==> config.mk <==
export PLATFORM = sky130hd
export DESIGN_NAME = cntr8_ctrl
export DESIGN_NICKNAME = d
export VERILOG_FILES = /design/src/rtl/cntr8_pkg.sv /design/src/rtl/cntr8_ctrl_ns.sv /design/src/rtl/cntr8_ctrl.sv
export SDC_FILE = /design/constraint.sdc
export NUM_CORES = 1
export LEC_CHECK = 0
export CAP_MARGIN = 20
export CELL_PAD_IN_SITES_DETAIL_PLACEMENT = 1
export CELL_PAD_IN_SITES_GLOBAL_PLACEMENT = 1
export CORE_ASPECT_RATIO = 1.75
export CORE_MARGIN = 2
export CORE_UTILIZATION = 40
export CTS_BUF_LIST = sky130_fd_sc_hd__clkbuf_16
export CTS_CLUSTER_DIAMETER = 120
export DETAILED_ROUTE_END_ITERATION = 8
export PLACE_DENSITY_LB_ADDON = 0.2
export SYNTH_ARGS = -nofsm -noshare
export SYNTH_HDL_FRONTEND = slang
export SYNTH_HIERARCHICAL = 1
export SYNTH_SLANG_ARGS = --single-unit
==> constraint.sdc <==
create_clock -name clk -period 3.2 [get_ports clk]
set_input_delay 0.64 -clock clk [delete_from_list [all_inputs] [get_ports clk]]
set_output_delay 0.64 -clock clk [all_outputs]
set_load 0.1 [all_outputs]
==> src/rtl/cntr8_pkg.sv <==
// Shared state/op encodings and default widths for the cntr8 command sequencer.
package cntr8_pkg;

  localparam int CNTR8_WIDTH = 8;
  localparam int CNTR8_LEN_W = 8;

  localparam logic [2:0] IDLE = 3'b000;
  localparam logic [2:0] LOAD = 3'b001;
  localparam logic [2:0] INC  = 3'b010;
  localparam logic [2:0] INC2 = 3'b011;
  localparam logic [2:0] DEC  = 3'b100;
  localparam logic [2:0] DEC2 = 3'b101;

  localparam logic [1:0] OP_LOAD = 2'b00;
  localparam logic [1:0] OP_INC  = 2'b01;
  localparam logic [1:0] OP_DEC  = 2'b10;
  localparam logic [1:0] OP_CLR  = 2'b11;

  // Codes 110/111 are deliberately left out; they recover through the default branch.
  typedef enum logic [2:0] {
    ST_IDLE = IDLE,
    ST_LOAD = LOAD,
    ST_INC  = INC,
    ST_INC2 = INC2,
    ST_DEC  = DEC,
    ST_DEC2 = DEC2
  } state_t;

endpackage

==> src/rtl/cntr8_ctrl_ns.sv <==
// Combinational next-state / next-count logic for cntr8_ctrl.
// Define CNTR8_CTRL_SAT_EN to saturate INC at all-ones and DEC at zero instead of wrapping.
module cntr8_ctrl_ns
  import cntr8_pkg::*;
#(
  parameter int WIDTH = CNTR8_WIDTH,
  parameter int LEN_W = CNTR8_LEN_W
) (
  input  state_t             state,
  input  logic [WIDTH-1:0]   cnt,
  input  logic [WIDTH-1:0]   load_val,
  input  logic [LEN_W-1:0]   step_cnt,
  input  logic               abort,
  input  logic               accept,
  input  logic               done,
  input  logic [1:0]         cmd_op,
  input  logic [LEN_W-1:0]   cmd_len,
  output state_t             state_next,
  output logic [WIDTH-1:0]   cnt_next,
  output logic [LEN_W-1:0]   step_next,
  output logic               done_next
);

  localparam logic [WIDTH-1:0] ONE  = WIDTH'(1);
  localparam logic [WIDTH-1:0] MAXV = '1;

  logic [WIDTH-1:0] cnt_up;
  logic [WIDTH-1:0] cnt_dn;
  logic             last_step;

`ifdef CNTR8_CTRL_SAT_EN
  assign cnt_up = (cnt == MAXV) ? cnt : cnt + ONE;
  assign cnt_dn = (cnt == '0)   ? cnt : cnt - ONE;
`else
  assign cnt_up = cnt + ONE;
  assign cnt_dn = cnt - ONE;
`endif

  assign last_step = (step_cnt == LEN_W'(1));

  always_comb begin
    state_next = state;
    cnt_next   = cnt;
    step_next  = step_cnt;
    done_next  = 1'b0;
    case (state)
      ST_IDLE: begin
        if (accept) begin
          case (cmd_op)
            OP_LOAD, OP_CLR: state_next = ST_LOAD;
            default: begin
              // A zero-length step completes at once; if it lands on an existing
              // done pulse it merges with it so done never stays high two cycles.
              if (cmd_len == '0) begin
                done_next = ~done;
              end else begin
                state_next = (cmd_op == OP_INC) ? ST_INC : ST_DEC;
                step_next  = cmd_len;
              end
            end
          endcase
        end
      end
      ST_LOAD: begin
        state_next = ST_IDLE;
        if (!abort) begin
          cnt_next  = load_val;
          done_next = 1'b1;
        end
      end
      ST_INC, ST_INC2, ST_DEC, ST_DEC2: begin
        if (abort) begin
          state_next = ST_IDLE;
          step_next  = '0;
        end else begin
          cnt_next  = (state == ST_INC || state == ST_INC2) ? cnt_up : cnt_dn;
          step_next = step_cnt - LEN_W'(1);
          if (last_step) begin
            state_next = ST_IDLE;
            done_next  = 1'b1;
          end else begin
            case (state)
              ST_INC:  state_next = ST_INC2;
              ST_INC2: state_next = ST_INC;
              ST_DEC:  state_next = ST_DEC2;
              default: state_next = ST_DEC;
            endcase
          end
        end
      end
      default: begin
        state_next = ST_IDLE;
        step_next  = '0;
      end
    endcase
  end

endmodule

==> src/rtl/cntr8_ctrl.sv <==
// Command sequencer for the cntr8 datapath: registers, handshake and step counter.
// Saturating INC/DEC is selected with the CNTR8_CTRL_SAT_EN macro (see cntr8_ctrl_ns).
module cntr8_ctrl
  import cntr8_pkg::*;
#(
  parameter int WIDTH = CNTR8_WIDTH,
  parameter int LEN_W = CNTR8_LEN_W
) (
  input  logic             clk,
  input  logic             reset_n,
  input  logic             cmd_valid,
  output logic             cmd_ready,
  input  logic [1:0]       cmd_op,
  input  logic [LEN_W-1:0] cmd_len,
  input  logic [WIDTH-1:0] cmd_data,
  input  logic             abort,
  output logic [2:0]       o_state,
  output logic [WIDTH-1:0] cnt,
  output logic             busy,
  output logic             done
);

  state_t           state;
  state_t           state_next;
  logic [WIDTH-1:0] cnt_next;
  logic [WIDTH-1:0] load_val;
  logic [LEN_W-1:0] step_cnt;
  logic [LEN_W-1:0] step_next;
  logic             done_next;
  logic             accept;

  assign cmd_ready = (state == ST_IDLE) & ~abort;
  assign accept    = cmd_valid & cmd_ready;
  assign o_state   = state;

  cntr8_ctrl_ns #(
    .WIDTH (WIDTH),
    .LEN_W (LEN_W)
  ) u_ns (
    .state      (state),
    .cnt        (cnt),
    .load_val   (load_val),
    .step_cnt   (step_cnt),
    .abort      (abort),
    .accept     (accept),
    .done       (done),
    .cmd_op     (cmd_op),
    .cmd_len    (cmd_len),
    .state_next (state_next),
    .cnt_next   (cnt_next),
    .step_next  (step_next),
    .done_next  (done_next)
  );

  // CLR reuses the LOAD path, so the captured load value is forced to zero here.
  always_ff @(posedge clk or negedge reset_n) begin
    if (!reset_n) begin
      state    <= ST_IDLE;
      cnt      <= '0;
      step_cnt <= '0;
      load_val <= '0;
      busy     <= 1'b0;
      done     <= 1'b0;
    end else begin
      state    <= state_next;
      cnt      <= cnt_next;
      step_cnt <= step_next;
      busy     <= (state_next != ST_IDLE);
      done     <= done_next;
      if (accept) begin
        load_val <= (cmd_op == OP_CLR) ? '0 : cmd_data;
      end
    end
  end

endmodule

==> results of run 1 <==
-- kinds of logic (layout without fill, tap and decap cells) --
group | after synthesis | count (layout)
AOI/OAI and AO/OA | 65 | 65
and+or+nand+nor | 73 | 73
adders and majority gates | 4 | 4
muxes | 3 | 3
buffers and inverters | 23 | 62
xor gates and xnor gates | 4 | 4
DFF | 29 | 29
-- worst register-to-register path, cell delays in order, from the launching register on --
cell and delay [ps]:
dfrtp_2 590, nor2b_4 400, xnor2_1 110, ha_1 240, or4_4 440, or4_4 430
o2111ai_1 160, o211ai_2 130
-- power by group --
group / total [mW] / internal (mW) / leakage [nW] / switching (mW)
Combinational: 1.25 / 0.403 / 0.621 / 0.851
Sequential: 0.717 / 0.502 / 0.363 / 0.214
Clock: 0.450 / 0.282 / 0.0748 / 0.168
-- registers in the layout (all words and copies together) (netlist names) --
name and count:
busy 1, cnt 8, done 1, load_val 8, o_state 3, step_cnt 8
-- cells in the mapped netlist (4+ instances only) --
master,n,area [um2]
nand3b_1,4,30.0
a21bo_1,8,80.1
nand2_1,12,45.0
nand2b_1,5,31.3
dfrtp_1,29,726
a32oi_1,5,43.8
ha_1,4,50.1
nand4_1,11,68.8
nor4_1,4,25.0
o21ai_0,14,70.1
a22oi_1,6,45.0
a21oi_1,4,20.0
inv_1,12,45.0
a2bb2oi_1,4,35.0
nor2_1,14,52.6
buf_2,4,20.0
-- stage by stage --
stage,setup WS [ps],instances,power [mW]
floorplan,-42.6,201,1.61
global placement,488,284,1.91
detailed placement,379,284,1.96
CTS,568,292,2.42
global route,466,292,2.54
finish,570,292,2.42
-- routing by layer --
| metal | vias to the layer above | part of all wire (%) | routed length [um] |
|---|---|---|---|
| li1 | 838 | - | - |
| met1 | 915 | 36 | 2290 |
| met2 | 49 | 57 | 3630 |
| met3 | 19 | 2.7 | 173 |
| met4 | 0 | 4.1 | 259 |
| met5 | - | 0 | 0 |
-- path summary, 6_finish.rpt --
kind	end	from	slack, ps	cells past startpoint
setup / recovery	cnt[6]	o_state[1]	570	7
hold / removal	done	done	480	1
setup reg to reg	cnt[6]	o_state[1]	570	7
hold reg to reg	done	done	480	1
max in group asynchronous	o_state[0]	reset_n	2280	2
min in group asynchronous	cnt[6]	reset_n	720	2
-- layout make-up --
cell class / count / area (um2) / area share [%]
well taps: 52 / 65.1 / 2.66
flip-flops and latches: 29 / 732 / 29.9
inverters: 12 / 45.0 / 1.84
repair buffers: 42 / 380 / 15.5
multi-input cells: 149 / 1090 / 44.4
clock buffers: 5 / 125 / 5.11
clock inverters: 3 / 13.8 / 0.562
==> results.py, run 1 <==
metrics = {
    "clocking": {
        "clk_pin_slew_worst_paths_ps": 50,
        "cts_sinks": 29,
        "cts_buffer_depth": 2,
        "cts_resized": 0,
        "cts_buffers": 5,
        "htree_num_levels": 2,
        "insertion_delay_ps": 280,
        "cts_setup_buffers": 0,
        "cts_root_buffer": "clkbuf_16",
        "cts_tree": "built",
        "ctsHoldBuffers": 0,
    },
    "routing": {
        "routed_wirelength_mm": 6.36,
        "drcViolationCount": 0,
        "drtIter0Drc": 58,
        "viasPerCell": 6.24,
        "wl_per_cell_um": 21.8,
        "antenna_left": 0,
        "via_count": 1821,
        "first_pass_iters": 4,
    },
    "global_route": {
        "grt-busiest-layer": "met2",
        "grt_pass1_vias": 1980,
        "grt_use_total_pct": 24.9,
        "overflow": 0,
        "grt_use_met1_pct": 24.3,
        "grt_pass1_wl_mm": 10.1,
        "grt_start_max_net_pins": 21,
        "antenna_found_initial": 0,
        "grt_use_met3_pct": 2.96,
        "met2_usage_pct": 49.2,
    },
    "layout": {
        "antenna_cells": 0,
        "fin_nets": 265,
        "post-route-util_pct": 52.5,
        "design_area_um2": 2450,
        "drive_gt1_share_pct": 19.2,
        "area_delta_synth_final_pct": 26.6,
        "layout_commonest_cell": "dfrtp_1",
        "fill_cells": 549,
        "final_cell_mix": "26 x dfrtp_1, 21 x clkdlybuf4s50_1, 20 x buf_4",
    },
    "critical_path": {
        "end_kind": "flip-flop",
        "worstSetupStartpointType": "flip-flop",
        "crit_top_cell": "or4_4",
        "path_cells": "nor2b_4 > xnor2_1 > ha_1 > or4_4 > or4_4 > o2111ai_1 > o211ai_2",
        "worst_ep_arrival_time_ps": 2780,
        "crit_required_ps": 3350,
        "worstPathMaxFanout": 14,
        "slowest_stage": "dfrtp_2",
        "path_class": "flip-flop to flip-flop",
        "cp_num_buf_inv": 0,
        "crit_family": "simple AND/OR/NAND/NOR gates",
        "max_stage_delay_ps": 590,
    },
    "synth": {
        "synth_cells": 201,
        "synthMuxAreaShare_pct": 1.55,
        "yosys.area_share.simple_pct": 23.3,
        "syn_area_per_cell_um2": 9.62,
        "synth_fa_ha_area_share_pct": 2.59,
        "synthXorXnorAreaFrac_pct": 2.78,
        "synth.net_count": 227,
        "ys_ff_latch": 29,
        "synth_compound_area_share_pct": 25.9,
        "synth_edf_count": 0,
        "ys_types": 60,
        "syn_area_um2": 1930,
        "ys_warn_count": 6,
        "synth_top_family_by_area": "compound AO/OA/AOI/OAI gates",
        "ys.flop_type": "dfrtp_1",
        "async_flop_share_pct": 100,
        "synth-seq-area-share_pct": 37.5,
    },
    "place": {
        "portBuffers": 35,
        "place_hpwl_mm": 4.74,
        "placed_area_um2": 2310,
        "globalplace.congestion": 0.865,
    },
    "sta": {
        "period_share_pct": 82.2,
        "maxSlewHeadroom_pct": 28.9,
        "timing.hold.ws_ps": 478,
        "min_period_ps": 2630,
        "fin_worst_skew_ps": 3.16,
        "worst-slew-pin-transition_ps": 1060,
        "max_freq_mhz": 380,
        "hold_violations": 0,
        "rsz0062_at_grt": "false",
        "slew_viol_final": 0,
        "finalSetupViolCount": 0,
        "finalSetupTns_ps": 0,
    },
    "die": {
        "io_pins": 36,
        "die_width_um": 56.6,
        "chipHeight_um": 96.0,
        "start_util_pct": 41.5,
        "die-area_um2": 5430,
        "rows": 33,
        "core_area_um2": 4670,
    },
    "power": {
        "cellPowerDensity_nw_per_um2": 989,
        "ir_drop_v": 0.000579,
        "p_leak_nw": 1.06,
    },
    "worst_hold_path": {
        "hold_class": "flip-flop to flip-flop",
    },
    "run": {
        "drv_cap": 0,
    },
    "run_status": {
        "status": "completed",
    },
}
(Power assumes the default switching activity.)
==> run 2, diff against run 1 <==
--- a/config.mk
+++ b/config.mk
@@ -10,7 +10,7 @@
 export CELL_PAD_IN_SITES_GLOBAL_PLACEMENT = 1
 export CORE_ASPECT_RATIO = 1.75
 export CORE_MARGIN = 2
-export CORE_UTILIZATION = 40
+export CORE_UTILIZATION = 36
 export CTS_BUF_LIST = sky130_fd_sc_hd__clkbuf_16
 export CTS_CLUSTER_DIAMETER = 120
 export DETAILED_ROUTE_END_ITERATION = 8
==> constraint.sdc (replaced) <==
create_clock -name clk -period 2.25 [get_ports clk]
set_input_delay 0.45 -clock clk [delete_from_list [all_inputs] [get_ports clk]]
set_output_delay 0.45 -clock clk [all_outputs]
set_load 0.1 [all_outputs]
==> results.py, run 2 (synthesized netlist as in run 1, its figures left out) <==
metrics = {
    "sta": {
        "layout_setup_ws_ps": 88.1,
        "finalSetupTns_ps": 0,
        "hold_violations": 0,
        "rsz0062_at_grt": "false",
        "maxSlewHeadroom_pct": 71.0,
        "max_freq_mhz": 463,
        "worst-slew-pin-transition_ps": 431,
        "slew_viol_final": 0,
        "finalSetupViolCount": 0,
        "period_share_pct": 96.1,
        "min_period_ps": 2160,
        "fin_worst_skew_ps": 6.03,
    },
    "global_route": {
        "overflow": 0,
        "antenna_found_initial": 0,
        "grt_use_total_pct": 22.0,
        "grt_pass1_wl_mm": 9.92,
        "grt_pass1_vias": 1955,
        "grt_start_max_net_pins": 30,
    },
    "clocking": {
        "htree_num_levels": 2,
        "insertion_delay_ps": 270,
        "cts_sinks": 29,
        "cts_buffers": 5,
        "cts_root_buffer": "clkbuf_16",
        "clk_pin_slew_worst_paths_ps": 50,
        "cts_buffer_depth": 2,
        "cts_tree": "built",
    },
    "power": {
        "cellPowerDensity_nw_per_um2": 1340,
        "p_sw_share_pct": 49.0,
        "p_comb_share_pct": 55.6,
        "p_int_mw": 1.80,
        "ir_drop_v": 0.000517,
        "p_sw_mw": 1.73,
        "p_leak_nw": 1.17,
        "p_clk_share_pct": 17.6,
        "sequentialPowerShare_pct": 26.8,
    },
    "routing": {
        "drtIter0Drc": 56,
        "routed_wirelength_mm": 6.09,
        "viasPerCell": 5.91,
        "wl_per_cell_um": 19.3,
        "antenna_left": 0,
        "via_count": 1866,
        "drcViolationCount": 0,
        "first_pass_iters": 4,
    },
    "critical_path": {
        "worstSetupStartpointType": "input port",
        "worst_ep_arrival_time_ps": 1710,
        "reg2reg_from": "o_state[2]",
        "reg2reg_depth": 8,
        "end_kind": "primary output",
        "path_class": "input port to primary output",
        "crit_start": "abort",
        "worstPathMaxFanout": 9,
        "crit_required_ps": 1800,
    },
    "layout": {
        "drive_gt1_share_pct": 26.8,
        "stdcell_count": 316,
        "fin_nets": 286,
        "fill_cells": 633,
        "top_regs": "cnt: 8 flops, load_val: 8 flops, step_cnt: 8 flops",
        "area_delta_synth_final_pct": 36.4,
        "design_area_um2": 2640,
        "final_cell_mix": "40 x buf_4, 25 x dfrtp_1, 21 x clkdlybuf4s50_1",
        "antenna_cells": 0,
        "layout_commonest_cell": "buf_4",
    },
    "place": {
        "preCtsSetupSlack_ps": -137,
        "dp.cells": 307,
        "portBuffers": 35,
        "place_hpwl_mm": 4.56,
        "placed_area_um2": 2480,
        "globalplace.congestion": 0.773,
    },
    "die": {
        "start_util_pct": 37.1,
        "io_pins": 36,
        "chipHeight_um": 101,
        "die-area_um2": 6000,
        "die_width_um": 59.4,
        "core_area_um2": 5210,
        "rows": 35,
    },
    "run_status": {
        "status": "completed",
    },
    "worst_hold_path": {
        "holdCritStartpoint": "done",
        "holdPathStages": 1,
        "hold_class": "flip-flop to flip-flop",
    },
    "run": {
        "drv_cap": 0,
    },
}
## run 2: changes by cell type in the layout (fill, tap and decap cells not counted), sizes merged
cell	change
buf	+21
inv	+2
clkinv	-2
## run 2: through the flow
step / utilization, % / power [mW] / hold slack (ps)
after global routing: 50.6 / 3.72 / 492
after global placement: 47.6 / 2.86 / 463
after floorplan: - / 2.31 / 154
final: 50.6 / 3.54 / 464
after detailed placement: 47.6 / 2.90 / 462
after CTS: 50.2 / 3.54 / 469
## run 2: metal layers
layer	share of wire [%]	track usage (%)	vias to the layer above
met3	2.1	2.95	8
met4	1.7	7.69	0
li1	-	-	882
met1	39	24.5	945
met2	58	40.7	31
met5	0	0	-
## run 2: timing repair
| item | CTS | global route |
|---|---|---|
| hold buffers | 0 | 0 |
| pin swaps | 1 | 1 |
| setup endpoints to repair | 1 | 4 |
| gates cloned | 0 | 0 |
| resized for setup | 0 | 3 |
| setup buffers | 0 | 1 |
## run 2: worst max-delay path, stage by stage
cell	delay [ps]
clkdlybuf4s50_1	470
nor4_4	280
buf_4	180
buf_6	150
buf_12	180
## run 2: final cells by class
class                   instances  area (um2)  share of cell area [%]
multi-input cells             149        1110                    42.0
flip-flops and latches         29         738                    28.0
repair buffers                 63         542                    20.5
clock buffers                   5         125                    4.74
well taps                      55        68.8                    2.61
inverters                      12        45.0                    1.71
clock inverters                 3        11.3                   0.427
## run 2: worst paths after layout
| check | slack [ps] | end |
|---|---|---|
| min in group asynchronous | 570 | cnt[6] |
| max reg2reg | 150 | busy |
| min reg2reg | 460 | done |
| max in group asynchronous | 1340 | o_state[1] |
| min | 460 | done |
| max | 90 | cmd_ready |
## run 2: power by group through the flow
| stage | combinational [mW] | sequential, mW | clock (mW) |
|---|---|---|---|
| 2_1_floorplan | 0.818 | 1.49 | 0 |
| 3_3_place_gp | 1.91 | 0.951 | 0 |
| 3_5_place_dp | 1.94 | 0.957 | 0 |
| 4_1_cts | 1.95 | 0.953 | 0.634 |
| 5_1_grt | 2.09 | 0.982 | 0.654 |
| 6_report | 1.97 | 0.948 | 0.622 |
